`src/rtl/pipelined_addsub.sv`:
```
// Pipelined WIDTH-bit add/subtract with carry-in, split into STAGES carry-chain segments.
// A global advance enable stalls every stage at once, so bubbles never collapse.
module pipelined_addsub #(
  parameter int WIDTH  = 32,
  parameter int STAGES = 4
) (
  input  logic             clk,
  input  logic             rst,
  input  logic             in_valid,
  output logic             in_ready,
  input  logic [WIDTH-1:0] a,
  input  logic [WIDTH-1:0] b,
  input  logic             cin,
  input  logic [1:0]       op,
  output logic             out_valid,
  input  logic             out_ready,
  output logic [WIDTH-1:0] sum,
  output logic             cout,
  output logic             ovf,
  output logic             zero,
  output logic             neg
);

  localparam int SEG = WIDTH / STAGES;

  typedef enum logic [1:0] {
    OP_ADD = 2'b00,
    OP_SUB = 2'b01,
    OP_ADC = 2'b10,
    OP_SBC = 2'b11
  } op_e;

  op_e              op_sel;
  logic             adv;
  logic [WIDTH-1:0] b_eff;
  logic             c0;

  assign op_sel   = op_e'(op);
  assign adv      = !out_valid || out_ready;
  assign in_ready = adv;

  always_comb begin
    b_eff = b;
    c0    = 1'b0;
    case (op_sel)
      OP_ADD: begin b_eff = b;  c0 = 1'b0; end
      OP_SUB: begin b_eff = ~b; c0 = 1'b1; end
      OP_ADC: begin b_eff = b;  c0 = cin;  end
      OP_SBC: begin b_eff = ~b; c0 = cin;  end
      default: begin b_eff = b; c0 = 1'b0; end
    endcase
  end

  // Each stage narrows: operand registers keep only the bits not yet summed,
  // the result register grows by SEG bits per stage.
  for (genvar k = 0; k < STAGES; k++) begin : g_stg
    localparam int LO  = k * SEG;
    localparam int REM = WIDTH - LO;

    logic [REM-1:0]    a_in;
    logic [REM-1:0]    b_in;
    logic              c_in;
    logic              v_in;
    logic [SEG:0]      seg_sum;
    logic [LO+SEG-1:0] res_d;
    logic [LO+SEG-1:0] res_q;
    logic              c_q;
    logic              v_q;

    if (k == 0) begin : g_head
      assign a_in  = a;
      assign b_in  = b_eff;
      assign c_in  = c0;
      assign v_in  = in_valid;
      assign res_d = seg_sum[SEG-1:0];
    end else begin : g_body
      assign a_in  = g_stg[k-1].g_fwd.a_q;
      assign b_in  = g_stg[k-1].g_fwd.b_q;
      assign c_in  = g_stg[k-1].c_q;
      assign v_in  = g_stg[k-1].v_q;
      assign res_d = {seg_sum[SEG-1:0], g_stg[k-1].res_q};
    end

    assign seg_sum = {1'b0, a_in[SEG-1:0]} + {1'b0, b_in[SEG-1:0]} + {{SEG{1'b0}}, c_in};

    always_ff @(posedge clk) begin
      if (rst) begin
        v_q   <= 1'b0;
        c_q   <= 1'b0;
        res_q <= '0;
      end else if (adv) begin
        v_q   <= v_in;
        c_q   <= seg_sum[SEG];
        res_q <= res_d;
      end
    end

    if (k < STAGES - 1) begin : g_fwd
      logic [REM-SEG-1:0] a_q;
      logic [REM-SEG-1:0] b_q;

      always_ff @(posedge clk) begin
        if (rst) begin
          a_q <= '0;
          b_q <= '0;
        end else if (adv) begin
          a_q <= a_in[REM-1:SEG];
          b_q <= b_in[REM-1:SEG];
        end
      end
    end else begin : g_tail
      logic ovf_d;
      logic ovf_q;

      // Carry into the MSB is recovered as a^b^sum at that bit.
      assign ovf_d = a_in[SEG-1] ^ b_in[SEG-1] ^ seg_sum[SEG-1] ^ seg_sum[SEG];

      always_ff @(posedge clk) begin
        if (rst) begin
          ovf_q <= 1'b0;
        end else if (adv) begin
          ovf_q <= ovf_d;
        end
      end
    end
  end

  assign out_valid = g_stg[STAGES-1].v_q;
  assign sum       = g_stg[STAGES-1].res_q;
  assign cout      = g_stg[STAGES-1].c_q;
  assign ovf       = g_stg[STAGES-1].g_tail.ovf_q;
  // Gated by out_valid so the cleared (all-zero) post-reset sum does not raise zero.
  assign zero      = out_valid && (sum == '0);
  assign neg       = sum[WIDTH-1];

endmodule

```
`config.mk`:
```
export PLATFORM = sky130hd
export DESIGN_NAME = pipelined_addsub
export DESIGN_NICKNAME = d
export VERILOG_FILES = /design/src/rtl/pipelined_addsub.sv
export SDC_FILE = /design/constraint.sdc
export NUM_CORES = 1
export LEC_CHECK = 0
export ABC_AREA = 1
export BUFFER_PORTS_ARGS = -buffer_cell sky130_fd_sc_hd__buf_2
export CAP_MARGIN = 25
export CORE_MARGIN = 5
export CORE_UTILIZATION = 58
export CTS_CLUSTER_SIZE = 8
export DETAILED_ROUTE_END_ITERATION = 8
export HOLD_SLACK_MARGIN = 0.02
export PLACE_DENSITY = 0.77
export SLEW_MARGIN = 5
export SYNTH_ARGS = -nofsm -noshare
export SYNTH_HDL_FRONTEND = slang
export SYNTH_SLANG_ARGS = --single-unit
```
`constraint.sdc`:
```
create_clock -name clk -period 3.1 [get_ports clk]
set_input_delay 0.93 -clock clk [delete_from_list [all_inputs] [get_ports clk]]
set_output_delay 0.93 -clock clk [all_outputs]
set_load 0.05 [all_outputs]
```
==> summary.txt <==
Run
  – Maxcap violations: 0

Final layout
  – Finished Cell Area: 0.00944 mm2
  – Area growth, synth to finish: 13.6%
  – Share of cells above drive strength 1: 13.2%
  – Core Util, Final: 67.5%
  – Commonest non-fill, non-tap cell in the layout: nor2_1
  – Fill cell count: 1237
  – # nets final: 1275
  – Most frequent cells in the layout: nor2_1, dfxtp_1, o21ai_0, buf_2, inv_1
  – N_diodes: 0

Power
  – Power Total: 5.66 mW
  – PwrDens: 599 mW/mm2
  – Max VDD drop: 455 uV
  – Leak pwr: 4.89 nW

CTS
  – CTS sink cnt: 185
  – Worst-Skew Late Latency: 0.43 ns
  – Reg clk slew, reported paths: 0.06 ns
  – CTS Buffer Depth: 2
  – CTS tree: yes
  – Clock buffer count from CTS: 17
  – CTS Hold Bufs: 0
  – Root buffer cell: clkbuf_16
  – Post-CTS setup buffer count: 0
  – CTS resizes: 0
  – H-tree Lvls: 4

Timing
  – Post-route clock period utilization: 82.0%
  – Slew HR: 31.2%
  – Final Max Tran Viols: 0
  – Final setup fails: 0
  – Fmax: 393 MHz
  – Worst-Margin Slew: 1.03 ns
  – Post-layout min period: 2.54 ns
  – Final hold vios: 0
  – Layout Skew: 0.00767 ns
  – RSZ-0062 raised after global routing: false
  – Final setup TNS: 0 ns

Global routing
  – Initial antenna violation count: 0
  – Largest net degree at the start of global routing: 242
  – First-pass GRT wire length: 28600 um
  – Gr ovfl total: 0
  – Tot GR Track Use: 21.2%
  – Vias in the first global route: 6065

Setup path
  – CP required: 2.17 ns
  – Worst Setup End Kind: output port
  – Setup Crit Path Kind: reg2out
  – WP data arrival: 1.61 ns
  – Critical R2R Capture: g_stg[0].g_fwd.b_q[20]
  – Startpoint types: flip-flop
  – Setup crit start: sum[4]
  – CP endpoint: zero
  – CP Max Fanout: 3
  – FF-to-FF setup slack: 1.20 ns
  – Worst r2r src: out_valid
  – Worst reg-to-reg path cell count: 6

Detailed routing
  – Residual DRC: 0
  – WL final: 17400 um
  – Routed Antenna Nets: 0
  – WL/cell: 12.8 um
  – Drt pass-1 iters: 5
  – Vias per std cell: 5.03
  – DR vias: 6835
  – Initial detailed-routing violation count: 543

Floorplanning
  – Core ar.: 0.0140 mm2
  – # rows: 43
  – Ports: 109
  – Die area: 0.0168 mm2
  – Initial Utilization: 59.4%
  – Die W: 130 um
  – Die Height: 130 um

Yosys
  – Post-Synthesis Cells: 1100
  – Distinct cells, synth: 33
  – Ys Warns: 0
  – Post-synthesis register bit count: 185
  – Netlist Area Pre-Place: 0.00831 mm2
  – Post-Syn Nets: 1207
  – Syn Area/Cell: 7.56 um2
  – Seq/Total Area, Yosys: 44.6%
  – Top-area cell type share of the netlist area: 44.6%
  – Yosys top cell by area: dfxtp_1
  – Largest cells by area after synthesis: dfxtp_1, nor2_1, o21ai_0, inv_1, nand2_1

Min path
  – Hold Crit Class: reg2reg
  – Min-Delay Startpoint: g_stg[0].g_fwd.b_q[14]

Place
  – Final Wtd Congestion: 0.866
  – I/O Buffers: 108
  – Placed inst area: 0.00883 mm2
  – HPWL Detailed: 11600 um

Status
  – Outcome: finished clean
==> flip-flops by register name, indices dropped and copies added (netlist names) <==
signal,cells
g_stg.g_fwd.b_q,48
g_stg.g_fwd.a_q,48
g_stg.res_q,48
g_stg.c_q,3
sum,32
cout,1
out_valid,1
ovf,1
g_stg.v_q,3
==> logic make-up after synthesis <==
| logic type | after synthesis | synth area share [%] |
|---|---|---|
| AOI/OAI and AO/OA | 259 | 16.0 |
| xor gates and xnor gates | 44 | 4.64 |
| adders and majority gates | 36 | 6.14 |
| buffers and inverters | 173 | 9.05 |
| DFF | 185 | 44.6 |
| muxes | 1 | 0.135 |
| and+or+nand+nor | 402 | 19.4 |
==> cells in the mapped netlist <==
library cell,instances
nor2_1,237
dfxtp_1,185
o21ai_0,150
inv_1,105
nand2_1,103
a21oi_1,65
nand3_1,40
buf_2,32
o21ai_1,31
xnor2_1,30
ha_1,28
clkbuf_1,20
xor2_1,14
buf_4,8
fa_1,8
o21bai_1,8
nand4_1,7
nor4_1,4
buf_6,3
o21a_1,3
or2_2,3
clkbuf_4,2
inv_2,2
nor3_1,2
or2_0,2
a21o_1,1
inv_4,1
mux2_2,1
nand2_2,1
nor2_2,1
nor2_4,1
o211ai_2,1
or2_1,1
==> stage by stage <==
step,worst slack (ns),hold WS [ns],cells
floorplan,0.366,0.420,1100
global placement,0.388,0.429,1329
detailed placement,0.341,0.431,1329
CTS,0.495,0.442,1360
global route,0.444,0.458,1360
finish,0.558,0.440,1360
==> area by class of cell <==
| type | instances | area (um2) | area share [%] |
|---|---|---|---|
| multi-input combinational | 742 | 3860 | 40.9 |
| tap | 180 | 225 | 2.39 |
| inverter | 108 | 413 | 4.37 |
| clock inverter | 13 | 169 | 1.79 |
| clock buffer | 18 | 439 | 4.65 |
| timing repair buffer | 114 | 636 | 6.73 |
| sequential | 185 | 3700 | 39.2 |
==> where the power goes <==
| part | internal [mW] | switching, mW |
|---|---|---|
| Sequential | 2.57 | 0.113 |
| Combinational | 0.291 | 0.481 |
| Clock | 1.29 | 0.909 |
==> layer usage <==
metal	wire [um]	global-route usage [%]
met4	242	7.15
met1	8280	29.1
met2	8030	33.8
met3	808	4.05
met5	0	0
==> worst min-delay path by stage <==
stage	endpoint	slack (ns)	cells past startpoint
final	g_stg[1].g_fwd.b_q[6]	0.44	2
after global routing	g_stg[1].g_fwd.b_q[12]	0.46	2
after CTS	g_stg[1].g_fwd.b_q[12]	0.44	2
after detailed placement	g_stg[1].g_fwd.b_q[12]	0.43	2
after global placement	g_stg[1].g_fwd.b_q[0]	0.43	2
after floorplan	g_stg[1].g_fwd.b_q[0]	0.42	2
==> worst max-delay path, stage by stage (launching register included) <==
cell and delay [ns]:
dfxtp_1 0.32, nor4_1 0.33, nand4_1 0.17, nor2_1 0.11, buf_2 0.26
(Power assumes the default switching activity.)
